--- src/rtl/logica_pkg.sv ---
// Shared constants and types for the VC push (ingress writer) logic.
// Latency: n/a (package only).
// Backpressure: n/a (package only).
package logica_pkg;

  // Default word width and the bit that selects the target VC.
  localparam int DATA_W_DEF     = 6;
  localparam int VC_SEL_BIT_DEF = 4;

  // Width of the optional per-VC push counters (wrap at 2**CNT_W).
  localparam int CNT_W = 8;

  // Holding-buffer occupancy; encoding equals the entry count.
  typedef enum logic [1:0] {
    OCC_EMPTY = 2'd0,
    OCC_ONE   = 2'd1,
    OCC_TWO   = 2'd2
  } occ_e;

endpackage

--- src/rtl/skid_fifo_2.sv ---
// Two-entry in-order holding buffer; entry 0 is always the head.
// Latency: a word pushed at edge k is visible on head_dat from cycle k..k+1.
// Backpressure: caller must not push when occ is TWO; pop on empty is ignored.
module skid_fifo_2
  import logica_pkg::*;
#(
  parameter int DATA_W = DATA_W_DEF
) (
  input  logic              clk,
  input  logic              reset,
  input  logic              push,
  input  logic [DATA_W-1:0] push_dat,
  input  logic              pop,
  output logic [DATA_W-1:0] head_dat,
  output logic [1:0]        occ
);

  occ_e              occ_q, occ_d;
  logic [DATA_W-1:0] ent0_q, ent0_d;
  logic [DATA_W-1:0] ent1_q, ent1_d;

  // Occupancy state machine and entry shifting: pop moves entry 1 to the head.
  always_comb begin
    occ_d  = occ_q;
    ent0_d = ent0_q;
    ent1_d = ent1_q;
    case (occ_q)
      OCC_EMPTY: begin
        if (push) begin
          ent0_d = push_dat;
          occ_d  = OCC_ONE;
        end
      end
      OCC_ONE: begin
        case ({push, pop})
          2'b10: begin
            ent1_d = push_dat;
            occ_d  = OCC_TWO;
          end
          2'b01: occ_d = OCC_EMPTY;
          2'b11: ent0_d = push_dat;  // head leaves, new word becomes head
          default: ;
        endcase
      end
      OCC_TWO: begin
        if (pop) begin
          ent0_d = ent1_q;
          if (push) begin
            ent1_d = push_dat;
          end else begin
            occ_d = OCC_ONE;
          end
        end
      end
      default: occ_d = OCC_EMPTY;
    endcase
  end

  // State registers; reset discards any buffered words.
  always_ff @(posedge clk) begin
    if (reset) begin
      occ_q  <= OCC_EMPTY;
      ent0_q <= '0;
      ent1_q <= '0;
    end else begin
      occ_q  <= occ_d;
      ent0_q <= ent0_d;
      ent1_q <= ent1_d;
    end
  end

  assign head_dat = ent0_q;
  assign occ      = occ_q;

endmodule

--- src/rtl/logica_push_vc.sv ---
// Ingress writer: classifies words by VC-select bit and pushes them into VC0/VC1 FIFOs.
// Latency: bypass word accepted at edge k pushes in cycle k..k+1; buffered words drain from edge k+1.
// Backpressure: 2-entry in-order buffer, ready_out low when full; optional counters via PUSH_COUNT_EN.
module logica_push_vc
  import logica_pkg::*;
#(
  parameter int DATA_W     = DATA_W_DEF,
  parameter int VC_SEL_BIT = VC_SEL_BIT_DEF
) (
  input  logic              clk,
  input  logic              reset,
  input  logic [DATA_W-1:0] data_in,
  input  logic              valid_in,
  output logic              ready_out,
  input  logic              VC0_full,
  input  logic              VC0_almost_full,
  input  logic              VC1_full,
  input  logic              VC1_almost_full,
  output logic              VC0_push,
  output logic              VC1_push,
  output logic [DATA_W-1:0] data_VC0,
  output logic [DATA_W-1:0] data_VC1,
  output logic              push_delay_VC0,
  output logic              push_delay_VC1
`ifdef PUSH_COUNT_EN
  ,
  output logic [CNT_W-1:0]  cnt_VC0,
  output logic [CNT_W-1:0]  cnt_VC1
`endif
);

  logic [DATA_W-1:0] head_dat;
  logic [1:0]        occ;

  logic pause_vc0, pause_vc1;
  logic occ_empty;
  logic accept, drain, bypass, enqueue;
  logic head_vc, in_vc, head_paused, in_paused;

  logic              vc0_push_q, vc0_push_d;
  logic              vc1_push_q, vc1_push_d;
  logic [DATA_W-1:0] data_vc0_q, data_vc0_d;
  logic [DATA_W-1:0] data_vc1_q, data_vc1_d;
  logic              push_dly_vc0_q, push_dly_vc0_d;
  logic              push_dly_vc1_q, push_dly_vc1_d;

  skid_fifo_2 #(
    .DATA_W (DATA_W)
  ) u_buf (
    .clk      (clk),
    .reset    (reset),
    .push     (enqueue),
    .push_dat (data_in),
    .pop      (drain),
    .head_dat (head_dat),
    .occ      (occ)
  );

  // Ready depends only on registered occupancy (and reset), never on the FIFO status.
  assign ready_out = ~reset & (occ != OCC_TWO);

  // Classification, pause, and the accept/drain/bypass decisions for this edge.
  always_comb begin
    pause_vc0   = VC0_full | VC0_almost_full;
    pause_vc1   = VC1_full | VC1_almost_full;
    occ_empty   = (occ == OCC_EMPTY);
    head_vc     = head_dat[VC_SEL_BIT];
    in_vc       = data_in[VC_SEL_BIT];
    head_paused = head_vc ? pause_vc1 : pause_vc0;
    in_paused   = in_vc ? pause_vc1 : pause_vc0;
    accept      = valid_in & ready_out;
    // A paused head blocks everything behind it, whichever VC they target.
    drain       = ~occ_empty & ~head_paused;
    // Bypass only when nothing is queued, so ordering is never violated.
    bypass      = accept & occ_empty & ~in_paused;
    enqueue     = accept & ~bypass;
  end

  // Output register next-state: drain and bypass are mutually exclusive (occupancy).
  always_comb begin
    vc0_push_d     = 1'b0;
    vc1_push_d     = 1'b0;
    data_vc0_d     = data_vc0_q;
    data_vc1_d     = data_vc1_q;
    push_dly_vc0_d = vc0_push_q;
    push_dly_vc1_d = vc1_push_q;
    if (drain) begin
      if (head_vc) begin
        vc1_push_d = 1'b1;
        data_vc1_d = head_dat;
      end else begin
        vc0_push_d = 1'b1;
        data_vc0_d = head_dat;
      end
    end else if (bypass) begin
      if (in_vc) begin
        vc1_push_d = 1'b1;
        data_vc1_d = data_in;
      end else begin
        vc0_push_d = 1'b1;
        data_vc0_d = data_in;
      end
    end
  end

  // Registered push strobes, write data and one-cycle delayed strobes.
  always_ff @(posedge clk) begin
    if (reset) begin
      vc0_push_q     <= 1'b0;
      vc1_push_q     <= 1'b0;
      data_vc0_q     <= '0;
      data_vc1_q     <= '0;
      push_dly_vc0_q <= 1'b0;
      push_dly_vc1_q <= 1'b0;
    end else begin
      vc0_push_q     <= vc0_push_d;
      vc1_push_q     <= vc1_push_d;
      data_vc0_q     <= data_vc0_d;
      data_vc1_q     <= data_vc1_d;
      push_dly_vc0_q <= push_dly_vc0_d;
      push_dly_vc1_q <= push_dly_vc1_d;
    end
  end

  assign VC0_push       = vc0_push_q;
  assign VC1_push       = vc1_push_q;
  assign data_VC0       = data_vc0_q;
  assign data_VC1       = data_vc1_q;
  assign push_delay_VC0 = push_dly_vc0_q;
  assign push_delay_VC1 = push_dly_vc1_q;

`ifdef PUSH_COUNT_EN
  logic [CNT_W-1:0] cnt_vc0_q, cnt_vc0_d;
  logic [CNT_W-1:0] cnt_vc1_q, cnt_vc1_d;

  // Counters step at the same edge that registers the push; natural wrap at 255.
  always_comb begin
    cnt_vc0_d = cnt_vc0_q + {{(CNT_W-1){1'b0}}, vc0_push_d};
    cnt_vc1_d = cnt_vc1_q + {{(CNT_W-1){1'b0}}, vc1_push_d};
  end

  // Counter registers.
  always_ff @(posedge clk) begin
    if (reset) begin
      cnt_vc0_q <= '0;
      cnt_vc1_q <= '0;
    end else begin
      cnt_vc0_q <= cnt_vc0_d;
      cnt_vc1_q <= cnt_vc1_d;
    end
  end

  assign cnt_VC0 = cnt_vc0_q;
  assign cnt_VC1 = cnt_vc1_q;
`endif

endmodule

--- config.mk ---
export PLATFORM = sky130hd
export DESIGN_NAME = logica_push_vc
export DESIGN_NICKNAME = d
export VERILOG_FILES = /design/src/rtl/logica_pkg.sv /design/src/rtl/skid_fifo_2.sv /design/src/rtl/logica_push_vc.sv
export SDC_FILE = /design/constraint.sdc
export NUM_CORES = 1
export LEC_CHECK = 0
export CAP_MARGIN = 25
export CORE_MARGIN = 2
export CORE_UTILIZATION = 32
export DETAILED_ROUTE_END_ITERATION = 6
export PLACE_DENSITY = 0.55
export SYNTH_ARGS = -nofsm -noshare
export SYNTH_HDL_FRONTEND = slang
export SYNTH_SLANG_ARGS = --single-unit
--- constraint.sdc ---
create_clock -name clk -period 1.6 [get_ports clk]
set_input_delay 0.32 -clock clk [delete_from_list [all_inputs] [get_ports clk]]
set_output_delay 0.32 -clock clk [all_outputs]
set_load 0.005 [all_outputs]
### Yosys cells after proc, flatten, opt, wreduce, memory -nomap -nowiden

Cells that the tools add are included.

* bits in registers: 30
* latch bits: 0
* RAM bits: 0
* ROM bits: 0
* input port bits: 13
* output and inout bits: 17
* word-level logic and storage cells: 78
* memories kept: 0

* add/sub/neg operators: 0
* multipliers: 0
* div/mod/pow operators: 0
* $lt $le $gt $ge: 0
* equal/unequal tests: 16
* shift-type cells: 0
* multiplexer cells: 30
* bitwise gates (word level): 13
* reductions and logical operators: 10

Operators with widths (number)
* 2-to-1 mux 6 bit: 13
* case mux 6 bit (3 select lines): 1
* case mux 6 bit (2 select lines): 1
* AND reduction 4 bit: 3
* 2-to-1 mux 1 bit: 10
* inequality test 2 x 1 -> 1 bit, second input constant: 5
* inequality test 2 bit, second input constant: 5
* bitwise AND 1 bit: 6
* == test 2 bit, second input constant: 3
* 2-to-1 mux 2 bit: 3
* case mux 2 bit (3 select lines): 1
* AND reduction 3 bit: 2
* nonzero test 2 bit: 3
* inverter 1 bit: 5
* == test 2 x 1 -> 1 bit, second input constant: 2
* case mux 2 bit (2 select lines): 1
* inequality test 3 x 2 -> 1 bit, second input constant: 1
* nonzero test 3 bit: 1
* zero test 2 bit: 1
* bitwise OR 1 bit: 2

### Logic depth before layout (Yosys ltp)

* word-level depth: 10
* mapped depth: 6
* mapped depth without buffers: 4

### By module

Synthesis repeated with hierarchy kept, for this count alone.

* cell total of the unflattened synthesis: 143
* area total of the unflattened synthesis: 1437.6 um^2

Modules (own cells, without submodules)
* skid_fifo_2: instances 1, cells an instance 73, area each 733.2 um^2, sequential area each 280.3 um^2
* logica_push_vc: instances 1, cells an instance 70, area each 704.4 um^2, sequential area each 300.3 um^2

### Worst setup path after synthesis

OpenSTA, ideal clock, no wires.

* path type: reg2reg
* start point: register u_buf.occ_q[0] (netlist: u_buf.occ[0])
* end point: register data_vc1_q[3] (netlist: data_VC1[3])
* arrival time: 1.484 ns
* data required time: 1.466 ns
* path slack: -0.017 ns
* stages on the path, launching flop included: 7
* path buffers: 2
* clock period less this slack: 1.617 ns
* path through: dfxtp_1 > buf_6 > or4b_4 > o21ai_4 > and2_1 > buf_6 > a211oi_1

* cells in the longest elaborated chain, start to end: 7
* elaborated cells between the ends (all ways): 13

Ends and longest elaborated chain
* from (decl): line skid_fifo_2.sv:18 `occ_e occ_q, occ_d;`
* from (signal assigned): line skid_fifo_2.sv:62 `occ_q <= OCC_EMPTY;`
* from (signal assigned): line skid_fifo_2.sv:66 `occ_q <= occ_d;`
* inequality test 2 bit: line logica_push_vc.sv:60 `assign ready_out = ~reset & (occ != OCC_TWO);`
* bitwise AND 1 bit: line logica_push_vc.sv:60
* bitwise AND 1 bit: line logica_push_vc.sv:71 `accept = valid_in & ready_out;`
* bitwise AND 1 bit (2 in series): line logica_push_vc.sv:75 `bypass = accept & occ_empty & ~in_paused;`
* nonzero test 2 bit (no source line)
* AND reduction 3 bit (no source line)
* to (signal assigned): line logica_push_vc.sv:119 `data_vc1_q <= data_vc1_d;`
* to (decl): line logica_push_vc.sv:43 `logic [DATA_W-1:0] data_vc1_q, data_vc1_d;`

Parallel ways exist; a longest one is shown, timed or not.
A chain may end at the register's enable or synchronous reset.

### Final worst setup path

* start point: register u_buf.occ_q[0] (netlist: u_buf.occ[0])
* end point: register data_vc0_q[5] (netlist: data_VC0[5])

* cells in the longest elaborated chain, start to end: 7
* elaborated cells between the ends (all ways): 13

Ends and longest elaborated chain
* inequality test 2 bit: line logica_push_vc.sv:60
* bitwise AND 1 bit: line logica_push_vc.sv:60
* bitwise AND 1 bit: line logica_push_vc.sv:71
* bitwise AND 1 bit (2 in series): line logica_push_vc.sv:75
* nonzero test 2 bit (no source line)
* AND reduction 3 bit (no source line)
* to (signal assigned): line logica_push_vc.sv:118 `data_vc0_q <= data_vc0_d;`
* to (decl): line logica_push_vc.sv:42 `logic [DATA_W-1:0] data_vc0_q, data_vc0_d;`

Parallel ways exist; a longest one is shown, timed or not.

==> impl_metrics.env <==
export IMPL_fin_cells=238
export IMPL_p_total_mw=1.68
export IMPL_num_io_pins=30
export IMPL_path_max_fanout=6
export IMPL_fin_area_sq_um=2020
export IMPL_startpoint_type="flop"
export IMPL_drc=0
export IMPL_n_antenna_cell=0
export IMPL_synth_cell_types=35
export IMPL_cts_htree_levels=2
export IMPL_post_route_min_period_ns=1.57
export IMPL_async_reset_ff_frac=0
export IMPL_grt_setup_unrepaired="true"
export IMPL_wire_per_inst_um=15.4
export IMPL_grt_ovfl_total=0
export IMPL_first_global_vias=1282
export IMPL_port_buffers=28
export IMPL_setup_worst_path_class="flop to flop"
export IMPL_peakVddDrop_v=0.000477
export IMPL_synth_largest_area_cell="dfxtp_1"
export IMPL_fin_nets=200
export IMPL_dp_slack_ns=-0.460
export IMPL_placedCellCount=229
export IMPL_endpoint_kind="flop"
export IMPL_routed_wl_mm=3.68
export IMPL_cp_cell_sequence="or4b_4 > o22ai_4 > and2_4 > a211oi_1"
export IMPL_via_count=1270
export IMPL_die_h_um=69.0
export IMPL_drv_cap=0
export IMPL_core_area_sq_um=4030
export IMPL_die_w_um=69.0
export IMPL_fmax_mhz=637
export IMPL_ys_warn_count=0
export IMPL_crit_family="simple AND/OR/NAND/NOR gates"
export IMPL_cts_clk_slew_worst_paths_ns=0.06
export IMPL_required_ns=1.75
export IMPL_layout_drive_gt1_share=0.309
export IMPL_crit_path_top_delay_cell="or4b_4"
export IMPL_grtUsageTotal=0.159
export IMPL_grt_antenna_before_repair=0
export IMPL_yosysSeqAreaShare=0.429
export IMPL_hold_path_class="primary input to flop"
export IMPL_yosys_top_cells_area="dfxtp_1 (43%), mux2i_1 (12%), a211oi_1 (11%), a21oi_1 (4.1%), nor2_1 (3.3%)"
export IMPL_syn_area_sq_um=1350
export IMPL_gp_congestion=0.797
export IMPL_drt_first_pass_iters=4
export IMPL_dpl_cell_area_sq_um=1820
export IMPL_grt_pass1_wl_mm=6.00
export IMPL_syn_inst=136
export IMPL_pwr_density_cell_nw_per_um2=828
export IMPL_ys_ff_latch=29
export IMPL_synth_nets=149
export IMPL_cts_hold_buf=0
export IMPL_cts_tree="built"
export IMPL_cpPeakStageDelay_ns=0.56
export IMPL_worstSkewPairLatency_ns=0.28
export IMPL_initial_core_util=0.336
export IMPL_status="finished, final reports clean"
export IMPL_slew_violations=0
export IMPL_worst_path_buf_inv=0
export IMPL_ant_nets=0
export IMPL_avgViaCountPerCell=5.34
export IMPL_clock_path_buffers=2
export IMPL_cp_arrival_ns=1.72
export IMPL_p_leak_nw=0.763
export IMPL_fin_worst_skew_ns=0.00476
export IMPL_grt_max_degree=16
export IMPL_clock_sinks=29
export IMPL_dp_hpwl_mm=2.68
export IMPL_area_growth_pct=49.7
export IMPL_setup_violations_final=0
export IMPL_final_period_utilization=0.981
export IMPL_synth_main_ff_cell="dfxtp_1"
export IMPL_hold_viol_final=0
export IMPL_cts_buffers_inserted=5
export IMPL_synth_edf_count=0
export IMPL_dr_first_iter_drc_count=67
export IMPL_rows=23
export IMPL_fp_dieArea_sq_um=4760
export IMPL_fin_ws_ns=0.0308
export IMPL_root_buffer="clkbuf_8"
export IMPL_synth_avg_cell_area_sq_um=9.95
export IMPL_synth_top_area_frac=0.429
-- metrics by stage --
stage | setup TNS, ns | hold slack (ns) | util
floorplan | -0.0546 | 0.460 | -
global placement | -8.60 | 0.451 | 0.451
detailed placement | -9.28 | 0.460 | 0.451
CTS | 0 | 0.468 | 0.481
global route | -0.185 | 0.482 | 0.502
finish | 0 | 0.458 | 0.502
-- tightest hold or removal path, delay by kind of cell --
| kind | cells | cell delay, ns |
|---|---|---|
| muxes | 1 | 0.11 |
| buffers and inverters | 1 | 0.20 |
| and+or+nand+nor | 1 | 0.08 |
-- metal layers --
metal | wire (um) | up-vias | track usage
li1 | - | 614 | -
met1 | 1600 | 607 | 0.192
met2 | 1830 | 42 | 0.263
met3 | 206 | 7 | 0.0482
met4 | 44 | 0 | 0.0632
met5 | 0 | - | 0
-- area by class of cell --
class	count	area, sq um
Fill cell	374	2000
Multi-Input combinational cell	96	816
Sequential cell	29	586
Timing Repair Buffer	53	473
Clock buffer	8	80.1
Tap cell	50	62.6
Inverter	2	7.51
-- kinds of logic (layout without fill, tap and decap cells) --
family          Yosys count  in the layout  share of synthesized area
other cells               1              1                    0.00277
simple gates             31             31                      0.137
buf+inv                  11             63                     0.0490
mux                      16             16                      0.118
flops                    29             29                      0.429
compound gates           48             48                      0.264
-- layout by cell type (no fill, tap or decap), types with 2 or more instances in the layout --
| cell | instances |
|---|---|
| a211oi_1 | 13 |
| a211oi_2 | 7 |
| a21oi_1 | 10 |
| a221oi_1 | 2 |
| and2b_1 | 2 |
| buf_4 | 24 |
| clkbuf_1 | 3 |
| clkbuf_8 | 5 |
| clkdlybuf4s50_1 | 20 |
| dfxtp_1 | 27 |
| dlygate4sd2_1 | 5 |
| dlymetal6s2s_1 | 3 |
| inv_1 | 2 |
| mux2i_1 | 12 |
| mux2i_2 | 4 |
| nand2_1 | 3 |
| nor2_1 | 12 |
| nor2b_1 | 2 |
| nor3_2 | 2 |
| nor3b_4 | 2 |
| o21ai_0 | 3 |
-- cell usage after synthesis (3+ instances only) --
cell type	number
mux2i_1	16
nor2_1	12
nand2_1	3
nor2b_1	3
a211oi_1	20
o21ai_0	3
clkbuf_1	3
a21oi_1	11
dfxtp_1	29
-- worst paths after layout --
| path | startpoint | end | slack (ns) | cells past startpoint |
|---|---|---|---|---|
| min | data_in[4] | u_buf.ent1_q[4] | 0.46 | 3 |
| max | u_buf.occ[0] | data_VC0[5] | 0.03 | 4 |
| max reg2reg | u_buf.occ[0] | data_VC0[5] | 0.03 | 4 |
| min reg2reg | VC1_push | push_delay_VC1 | 0.46 | 1 |
-- report_power, final --
group	switching, mW	total [mW]	leakage (nW)	internal (mW)
registers	0.0244	0.780	0.237	0.755
logic	0.156	0.324	0.486	0.168
clock network	0.265	0.574	0.0395	0.308
-- sequential cells by signal, summed over array words and instances (netlist names) --
name / cells
VC0_push: 1
VC1_push: 1
data_VC0: 5
data_VC1: 6
push_delay_VC0: 1
push_delay_VC1: 1
u_buf.ent1_q: 6
u_buf.head_dat: 6
u_buf.occ: 2
-- repair_timing --
| item | 4_1_cts | 5_1_grt |
|---|---|---|
| setup buffers | 1 | 0 |
| pin swaps | 8 | 7 |
| gates cloned | 0 | 0 |
| endpoints found under the setup margin | 19 | 20 |
| gates resized for setup | 16 | 20 |
No activity file was read; power rests on OpenSTA's default activity.
